[config.mk]
export PLATFORM = sky130hd
export DESIGN_NAME = varredura_tabuleiro
export DESIGN_NICKNAME = d
export VERILOG_FILES = /design/src/rtl/cl_pkg.sv /design/src/rtl/varredura_tabuleiro_contador.sv /design/src/rtl/varredura_tabuleiro.sv
export SDC_FILE = /design/constraint.sdc
export NUM_CORES = 1
export LEC_CHECK = 0
export CORE_MARGIN = 1.5
export CORE_UTILIZATION = 55
export DETAILED_ROUTE_END_ITERATION = 12
export MAX_ROUTING_LAYER = met4
export PLACE_DENSITY = 0.91
export SLEW_MARGIN = 15
export SYNTH_ARGS = -nofsm -noshare
export SYNTH_HDL_FRONTEND = slang
export SYNTH_SLANG_ARGS = --single-unit
[constraint.sdc]
create_clock -name clock -period 20.9 [get_ports clock]
set_input_delay 4.18 -clock clock [delete_from_list [all_inputs] [get_ports clock]]
set_output_delay 4.18 -clock clock [all_outputs]
set_load 0.005 [all_outputs]
[src/rtl/cl_pkg.sv]
// cl_pkg: shared types and helpers for the board scanner.
// States, matrix size, move-index width and "no move" code.
package cl_pkg;

  typedef enum logic [1:0] {
    OCIOSO,
    VARRE,
    CONFIRMA,
    SEGURA
  } estado_t;

  localparam int CL_NUM_LINHAS  = 8;
  localparam int CL_NUM_COLUNAS = 8;
  localparam int CL_IDX_W       = 4;

  localparam logic [CL_IDX_W-1:0] CL_SEM_JOGADA = '0;

  typedef struct packed {
    logic [2:0] linha;
    logic [2:0] coluna;
  } casa_t;

  // Pressed bits in one row, saturating at 2.
  function automatic logic [1:0] contaSat(
    input logic [CL_NUM_COLUNAS-1:0] v
  );
    logic [1:0] n;
    n = 2'd0;
    for (int i = 0; i < CL_NUM_COLUNAS; i++) begin
      if (v[i] && n != 2'd2) n = n + 2'd1;
    end
    return n;
  endfunction

  // Column of a pressed bit; meaningful when exactly one is set.
  function automatic logic [2:0] indiceBit(
    input logic [CL_NUM_COLUNAS-1:0] v
  );
    logic [2:0] idx;
    idx = 3'd0;
    for (int i = CL_NUM_COLUNAS - 1; i >= 0; i--) begin
      if (v[i]) idx = 3'(i);
    end
    return idx;
  endfunction

  // 0-based square coordinate to the 1-based reported index.
  function automatic logic [CL_IDX_W-1:0] paraIndice(
    input logic [2:0] v
  );
    return {1'b0, v} + 4'd1;
  endfunction

endpackage

[src/rtl/varredura_tabuleiro_contador.sv]
// contador_varredura: dwell and row counters of the scan.
// fimLinha marks the sample cycle, fimQuadro the row-7 sample.
module contador_varredura
  import cl_pkg::*;
#(
  parameter int SCAN_DIV = 1000
) (
  input  logic       clock,
  input  logic       reset,
  input  logic       limpa,
  output logic [2:0] linha,
  output logic       fimLinha,
  output logic       fimQuadro
);

  localparam int DW = (SCAN_DIV > 1) ? $clog2(SCAN_DIV) : 1;

  logic [DW-1:0] dwell;

  assign fimLinha  = (dwell == DW'(SCAN_DIV - 1));
  assign fimQuadro = fimLinha &&
                     (linha == 3'(CL_NUM_LINHAS - 1));

  // Dwell on each row, then step; row 7 wraps to 0.
  always_ff @(posedge clock) begin
    if (reset || limpa) begin
      dwell <= '0;
      linha <= '0;
    end else if (fimLinha) begin
      dwell <= '0;
      linha <= linha + 3'd1;
    end else begin
      dwell <= dwell + 1'b1;
    end
  end

endmodule

[src/rtl/varredura_tabuleiro.sv]
// varredura_tabuleiro: 8x8 board scan to single move events.
// CL_DEBOUNCE_EN enables multi-frame confirmation (CONFIRMA).
module varredura_tabuleiro
  import cl_pkg::*;
#(
  parameter int SCAN_DIV       = 1000,
  parameter int DEBOUNCE_SCANS = 4
) (
  input  logic                      clock,
  input  logic                      reset,
  input  logic                      habilita,
  input  logic [CL_NUM_COLUNAS-1:0] coluna_sensor,
  output logic [CL_NUM_LINHAS-1:0]  linha_sel,
  output logic [CL_IDX_W-1:0]       jogadaFileira,
  output logic [CL_IDX_W-1:0]       jogadaColuna,
  output logic                      temJogada,
  output logic [2:0]                db_varredura
);

  estado_t    estado;
  logic       limpa;
  logic [2:0] linha;
  logic       fimLinha;
  logic       fimQuadro;

  logic [1:0] accConta;
  logic [1:0] baseConta;
  logic [1:0] linhaConta;
  logic [1:0] quadroConta;
  logic [2:0] soma;
  casa_t      accCasa;
  casa_t      quadroCasa;
  logic       quadroUnico;
  logic       quadroVazio;

`ifdef CL_DEBOUNCE_EN
  localparam logic [7:0] DEB = 8'(DEBOUNCE_SCANS);
  casa_t      candidato;
  logic [7:0] contaEstavel;
`endif

  assign limpa = (estado == OCIOSO) || !habilita;

  contador_varredura #(
    .SCAN_DIV (SCAN_DIV)
  ) uCont (
    .clock     (clock),
    .reset     (reset),
    .limpa     (limpa),
    .linha     (linha),
    .fimLinha  (fimLinha),
    .fimQuadro (fimQuadro)
  );

  assign linha_sel = (estado == OCIOSO) ? '0
                   : (CL_NUM_LINHAS'(1) << linha);
  assign db_varredura = linha;

  // Frame totals including the row being sampled now.
  always_comb begin
    linhaConta  = contaSat(coluna_sensor);
    baseConta   = (linha == 3'd0) ? 2'd0 : accConta;
    soma        = {1'b0, baseConta} + {1'b0, linhaConta};
    quadroConta = (soma > 3'd2) ? 2'd2 : soma[1:0];
    quadroCasa  = accCasa;
    if (baseConta == 2'd0 && linhaConta == 2'd1) begin
      quadroCasa.linha  = linha;
      quadroCasa.coluna = indiceBit(coluna_sensor);
    end
  end

  assign quadroUnico = fimQuadro && (quadroConta == 2'd1);
  assign quadroVazio = fimQuadro && (quadroConta == 2'd0);

  // Per-frame accumulator; row 0 restarts it implicitly.
  always_ff @(posedge clock) begin
    if (reset || limpa) begin
      accConta <= 2'd0;
      accCasa  <= '0;
    end else if (fimLinha) begin
      accConta <= quadroConta;
      accCasa  <= quadroCasa;
    end
  end

  // Scan FSM with registered move outputs.
  always_ff @(posedge clock) begin
    if (reset) begin
      estado        <= OCIOSO;
      temJogada     <= 1'b0;
      jogadaFileira <= CL_SEM_JOGADA;
      jogadaColuna  <= CL_SEM_JOGADA;
`ifdef CL_DEBOUNCE_EN
      candidato     <= '0;
      contaEstavel  <= 8'd0;
`endif
    end else begin
      temJogada <= 1'b0;
      if (!habilita) begin
        estado <= OCIOSO;
      end else begin
        unique case (estado)
          OCIOSO: estado <= VARRE;
          VARRE: begin
            if (quadroUnico) begin
`ifdef CL_DEBOUNCE_EN
              candidato    <= quadroCasa;
              contaEstavel <= 8'd1;
              if (DEB <= 8'd1) begin
                temJogada     <= 1'b1;
                jogadaFileira <= paraIndice(quadroCasa.linha);
                jogadaColuna  <= paraIndice(quadroCasa.coluna);
                estado        <= SEGURA;
              end else begin
                estado <= CONFIRMA;
              end
`else
              temJogada     <= 1'b1;
              jogadaFileira <= paraIndice(quadroCasa.linha);
              jogadaColuna  <= paraIndice(quadroCasa.coluna);
              estado        <= SEGURA;
`endif
            end
          end
          CONFIRMA: begin
`ifdef CL_DEBOUNCE_EN
            if (fimQuadro) begin
              if (quadroConta != 2'd1) begin
                estado <= VARRE;
              end else if (quadroCasa != candidato) begin
                candidato    <= quadroCasa;
                contaEstavel <= 8'd1;
              end else if (contaEstavel + 8'd1 >= DEB) begin
                temJogada     <= 1'b1;
                jogadaFileira <= paraIndice(quadroCasa.linha);
                jogadaColuna  <= paraIndice(quadroCasa.coluna);
                estado        <= SEGURA;
              end else begin
                contaEstavel <= contaEstavel + 8'd1;
              end
            end
`else
            estado <= VARRE;
`endif
          end
          SEGURA: begin
            if (quadroVazio) estado <= VARRE;
          end
          default: estado <= OCIOSO;
        endcase
      end
    end
  end

endmodule

==> impl_metrics.yaml, run 1 <==
finish:
  diodes: 0
  layout_commonest_cell: "dfxtp_1"
  area_growth_syn_to_layout_pct: 22.7
  stdcell_count: 320
  final_util_pct: 72.6
  mostFrequentLayoutCells: "dfxtp_1 (32), clkdlybuf4s50_1 (30), nor2_1 (26), nand2_1 (22), ha_1 (18)"
  fin_nets: 303
  drive_gt1_share_pct: 6.57
clock_network:
  holdBufCountCts: 0
  h-tree-depth: 2
  cts_buffers: 5
  cts_tree: "done"
  post_cts_buffers: 0
  clockBufferDepth: 2
  post_cts_resized: 0
  cts_sinks: 32
  path_clk_slew_ps: 70
  ctsRootBufferMaster: "clkbuf_8"
  insertion_delay_ps: 280
timing:
  slew_headroom_pct: 63.7
  skew_ps: 7.66
  drv_slew: 0
  finalHoldViolations: 0
  fmax_ghz: 0.0915
  final-setup-viol-count: 0
  setup_tns_ps: 0
  finalCritPeriodShare_pct: 52.3
  rsz0062_at_grt: "false"
  fin_crit_ps: 10930
  tightest_slew_ps: 544
synthesis:
  synthCells: 242
  ys_seq_area_share_pct: 31.4
  synth_ff_type: "dfxtp_1"
  syn-mean-instance-area_um2: 8.42
  async_flop_share_pct: 0
  synth_edf_count: 0
  synthesis.nets: 272
  synth_area_mm2: 0.00204
  synth-seq-cells: 32
  synth_cell_type_count: 45
  yosysWarnings: 0
worst_setup_path:
  critPathLaunchType: "primary input"
  r2r_slack_ps: 17710
  r2r_cells: 13
  cp_num_cells: 32
  cpMostUsedCell: "ha_1"
  crit_path_end_kind: "flip-flop"
  cp_max_fo: 14
  crit_path_max_incr_delay_ps: 530
  path_delay_family: "simple AND/OR/NAND/NOR gates"
  critPathCapture: "jogadaFileira[3]"
  arrival_ps: 11110
  crit_required_ps: 21090
  crit_buf_inv: 6
  cp-startpoint: "coluna_sensor[0]"
  critPathSlowestCell: "clkdlybuf4s50_1"
  timing.rr.start: "uCont.linha[0]"
  r2r-end: "jogadaFileira[3]"
  path_class: "primary input to flip-flop"
worst_hold_path:
  hp-start: "estado[0]"
  hold_path.class: "flip-flop to flip-flop"
route:
  wire_per_inst_um: 13.0
  firstDrtPassIters: 4
  detail-route-antenna-nets: 0
  via_count: 1761
  drt_iter0_drc: 85
  avgViaCountPerCell: 5.50
  drc: 0
  finalWirelength_um: 4170
global_routing:
  grt_usage_pct: 23.3
  grt_pass1_wl_um: 7420
  antenna_found_initial: 0
  grt-ovfl-total: 0
  grt_pass1_vias: 1738
  grt_max_degree: 18
power:
  irDropWorstVdd_mv: 0.0480
  p_sw_share_pct: 34.4
  total_leakage_power_nw: 1.03
  p_per_area_mw_per_mm2: 85.4
  p_comb_share_pct: 41.4
  seq_power_share_pct: 28.7
  internal_power_uw: 140
  p_clk_share_pct: 29.9
  p_sw_uw: 73.4
floorplan:
  start_util_pct: 59.2
  coreArea_mm2: 0.00344
  die_h_um: 63.9
  io-pin-count: 31
  fp-row-count: 21
  die_w_um: 63.9
  dieArea_mm2: 0.00408
placed_design:
  placedCellCount: 312
  dp_hpwl_um: 3070
  gp_congestion: 0.813
  port_buffers: 30
job:
  max-cap-violations: 0
run_status:
  status: "completed"
[through the flow]
| stage | setup slack (ps) | cell area, µm² | total power [mW] | hold WS [ps] |
|---|---|---|---|---|
| finish | 9970 | 2500 | 0.213 | 436 |
| detailed placement | 9710 | 2370 | 0.149 | 428 |
| CTS | 9950 | 2500 | 0.214 | 438 |
| global route | 9350 | 2500 | 0.228 | 475 |
| floorplan | 11090 | 2040 | 0.130 | 413 |
| global placement | 9900 | 2370 | 0.146 | 425 |
[worst min-delay path: cells and delay by family (launching register included)]
family / cells / cell delay [ps]
AND/OR/NAND/NOR: 2 / 80
flip-flops: 1 / 310
[synth_stat cells, types with 2 or more instances]
cell	count	area (µm²)
dfxtp_1	32	641
and3_1	8	50.1
nand2b_1	6	37.5
xnor3_2	2	47.6
and4_1	2	17.5
o21ai_0	8	40.0
nand4_1	5	31.3
mux2i_1	4	40.0
nand3b_1	4	30.0
xnor2_1	5	43.8
a211o_1	3	26.3
o211ai_1	4	30.0
nor3_1	2	10.0
a21boi_0	2	15.0
ha_1	18	225
nor3b_1	3	22.5
or3_1	4	25.0
nand3_1	5	25.0
a211oi_1	8	60.1
or2_2	3	18.8
nor2b_1	6	37.5
a21oi_1	10	50.1
nor2_1	26	97.6
inv_1	16	60.1
and2_1	6	37.5
xor2_1	5	43.8
clkbuf_1	6	22.5
nand2_1	22	82.6
[layer usage]
layer	vias to the layer above	GRT usage [%]	wire length, µm
li1	913	-	-
met1	813	27.9	1970
met2	28	39.2	2040
met3	7	3.70	103
met4	0	9.24	58
met5	-	-	0
[worst min path at each step]
stage	endpoint	slack, ps	cells after the start
after detailed placement	estado[1]	430	2
after floorplan	uCont.dwell[0]	410	1
after global placement	uCont.dwell[0]	420	1
after global routing	jogadaColuna[0]	480	2
after CTS	estado[1]	440	2
final	estado[1]	440	2
[state kept, by name, indices dropped and copies added, names as in the netlist]
signal / flops
uCont.linha: 3
accCasa: 6
accConta: 2
uCont.dwell: 10
jogadaFileira: 4
estado: 2
temJogada: 1
jogadaColuna: 4
[power groups by stage]
stage          clock, mW  sequential, mW  combinational, mW
2_1_floorplan          0          0.0626             0.0678
3_5_place_dp           0          0.0626             0.0867
3_3_place_gp           0          0.0626             0.0837
4_1_cts           0.0647          0.0612             0.0876
6_report          0.0637          0.0612             0.0885
5_1_grt           0.0679          0.0612             0.0991
[cell type report]
type / instances / area [µm²]
multi-input cells: 187 / 1310
fillers: 265 / 943
flip-flops and latches: 32 / 641
repair buffers: 30 / 300
clock buffers: 7 / 96.3
inverters: 17 / 63.8
well taps: 46 / 57.6
clock inverters: 1 / 30.0
[kinds of logic after synthesis]
kind of cell               count (synthesis)  synth area share, %
and+or+nand+nor                          109                 28.5
AOI/OAI and AO/OA                         42                 14.1
DFF                                       32                 31.4
buffers and inverters                     23                 4.24
adders and majority gates                 19                 12.0
xor gates and xnor gates                  13                 7.74
muxes                                      4                 1.97
Power figures use the tool's default switching activity.
==> inputs of run 2 (changes only) <==
CORE_UTILIZATION = 49   (was 55)
PLACE_DENSITY = 0.86   (was 0.91)
clock period = 9.49 ns   (was 20.9 ns; I/O delays follow)
==> impl_metrics.yaml, run 2 (synthesis results as in run 1) <==
route:
  wire_per_inst_um: 13.0
  finalWirelength_um: 4200
  avgViaCountPerCell: 5.49
  highest_layer: "met4"
  drc: 0
  drt_iter0_drc: 47
  detail-route-antenna-nets: 0
  firstDrtPassIters: 4
  wl_met3_um: 127
  via_count: 1779
  drt-met1-wl_um: 1860
  route.met2.wl_um: 2120
clock_network:
  ctsRootBufferMaster: "clkbuf_8"
  cts_sinks: 32
  holdBufCountCts: 0
  insertion_delay_ps: 290
  h-tree-depth: 2
  post_cts_buffers: 0
  cts_buffers: 5
  clockBufferDepth: 2
  path_clk_slew_ps: 60
  post_cts_resized: 0
  cts_tree: "done"
run_status:
  status: "completed"
timing:
  final-setup-viol-count: 0
  timing.hold.ws_ps: 446
  setup_tns_ps: 0
  finalCritPeriodShare_pct: 91.7
  fin_crit_ps: 8700
  skew_ps: 5.20
  finalHoldViolations: 0
  tightest_slew_ps: 547
  slew_headroom_pct: 63.5
  drv_slew: 0
  timing.final.ws_setup_ps: 786
  fmax_ghz: 0.115
  rsz0062_at_grt: "false"
finish:
  mostFrequentLayoutCells: "dfxtp_1 (32), clkdlybuf4s50_1 (30), nor2_1 (26), nand2_1 (22), ha_1 (18)"
  largest_reg_flops: 10
  drive_gt1_share_pct: 6.57
  largest-register: "uCont.dwell"
  layout_commonest_cell: "dfxtp_1"
  diodes: 0
  top_regs: "uCont.dwell (10), accCasa (6)"
  fin_nets: 303
  n_fill_cell: 345
  area_growth_syn_to_layout_pct: 22.9
worst_hold_path:
  min_to: "uCont.dwell[0]"
  hold_path.class: "flip-flop to flip-flop"
  hold_depth: 1
  hp-start: "uCont.dwell[0]"
worst_setup_path:
  r2r-end: "jogadaFileira[3]"
  crit_buf_inv: 6
  timing.rr.start: "uCont.linha[0]"
  cpMostUsedCell: "ha_1"
  critPathSlowestCell: "clkdlybuf4s50_1"
  crit_path_end_kind: "flip-flop"
  arrival_ps: 8890
  crit_required_ps: 9670
  crit_path_max_incr_delay_ps: 540
  critPathLaunchType: "primary input"
  r2r_cells: 13
  path_delay_family: "simple AND/OR/NAND/NOR gates"
  cp_max_fo: 14
  path_class: "primary input to flip-flop"
  cp-startpoint: "coluna_sensor[0]"
  r2r_slack_ps: 6210
floorplan:
  io-pin-count: 31
  fp-row-count: 23
  coreArea_mm2: 0.00400
  start_util_pct: 50.9
  die_h_um: 67.5
  dieArea_mm2: 0.00455
  die_w_um: 67.5
power:
  p_per_area_mw_per_mm2: 188
  irDropWorstVdd_mv: 0.138
  total_leakage_power_nw: 1.03
global_routing:
  grt_pass1_wl_um: 6810
  grt_usage_pct: 20.5
  grt_pass1_vias: 1529
  grt_max_degree: 18
  antenna_found_initial: 0
  grt-ovfl-total: 0
job:
  max-cap-violations: 0
placed_design:
  dp_hpwl_um: 3130
  gp_congestion: 0.839
  pre_cts_ws_ps: 585
  port_buffers: 30
-- run 2: cell counts in the layout (fill, tap and decap cells not counted) --
No cell type changed its count.
-- run 2: area by class of cell --
type	instances	area [µm²]	area share, %
clock buffers	7	96.3	3.85
clock inverters	1	30.0	1.20
inverters	17	63.8	2.55
multi-input cells	187	1310	52.3
flip-flops and latches	32	641	25.6
well taps	50	62.6	2.50
repair buffers	30	300	12.0
-- run 2: worst max path at each step --
| stage | endpoint | slack, ps | depth (start not counted) |
|---|---|---|---|
| floorplan | jogadaColuna[2] | 1970 | 33 |
| finish | jogadaFileira[3] | 790 | 32 |
| detailed placement | jogadaFileira[3] | 580 | 32 |
| CTS | jogadaFileira[3] | 790 | 32 |
| global placement | jogadaFileira[3] | 710 | 32 |
| global route | jogadaFileira[3] | 160 | 32 |
-- run 2: stage by stage --
| step | instance area (µm²) | cells | total power, mW | util (%) |
|---|---|---|---|---|
| 4_1_cts | 2500 | 324 | 0.475 | 62.6 |
| 6_report | 2500 | 324 | 0.471 | 62.6 |
| 3_3_place_gp | 2380 | 316 | 0.321 | 59.4 |
| 2_1_floorplan | 2040 | 242 | 0.287 | - |
| 3_5_place_dp | 2380 | 316 | 0.329 | 59.4 |
| 5_1_grt | 2500 | 324 | 0.505 | 62.6 |
-- run 2: worst register-to-register path, stage by stage, from the launching register on --
cell	delay (ps)
dfxtp_1	420
inv_1	150
ha_1	240
nand2b_1	120
nand2_1	90
inv_1	60
ha_1	130
inv_1	40
fa_1	530
and3_1	220
nor2b_1	210
nand2_1	320
or2_2	410
o41ai_1	240
-- run 2: per-layer routing --
layer / vias to the layer above / track usage [%]
met5: - / -
li1: 905 / -
met1: 827 / 23.0
met4: 0 / 7.40
met3: 14 / 4.17
met2: 33 / 35.7
-- run 2: power breakdown --
part / total [mW] / switching (mW) / internal [mW]
logic: 0.193 / 0.113 / 0.0801
registers: 0.135 / 0.000263 / 0.135
clock network: 0.143 / 0.0501 / 0.0926
total: 0.471 / 0.163 / 0.307
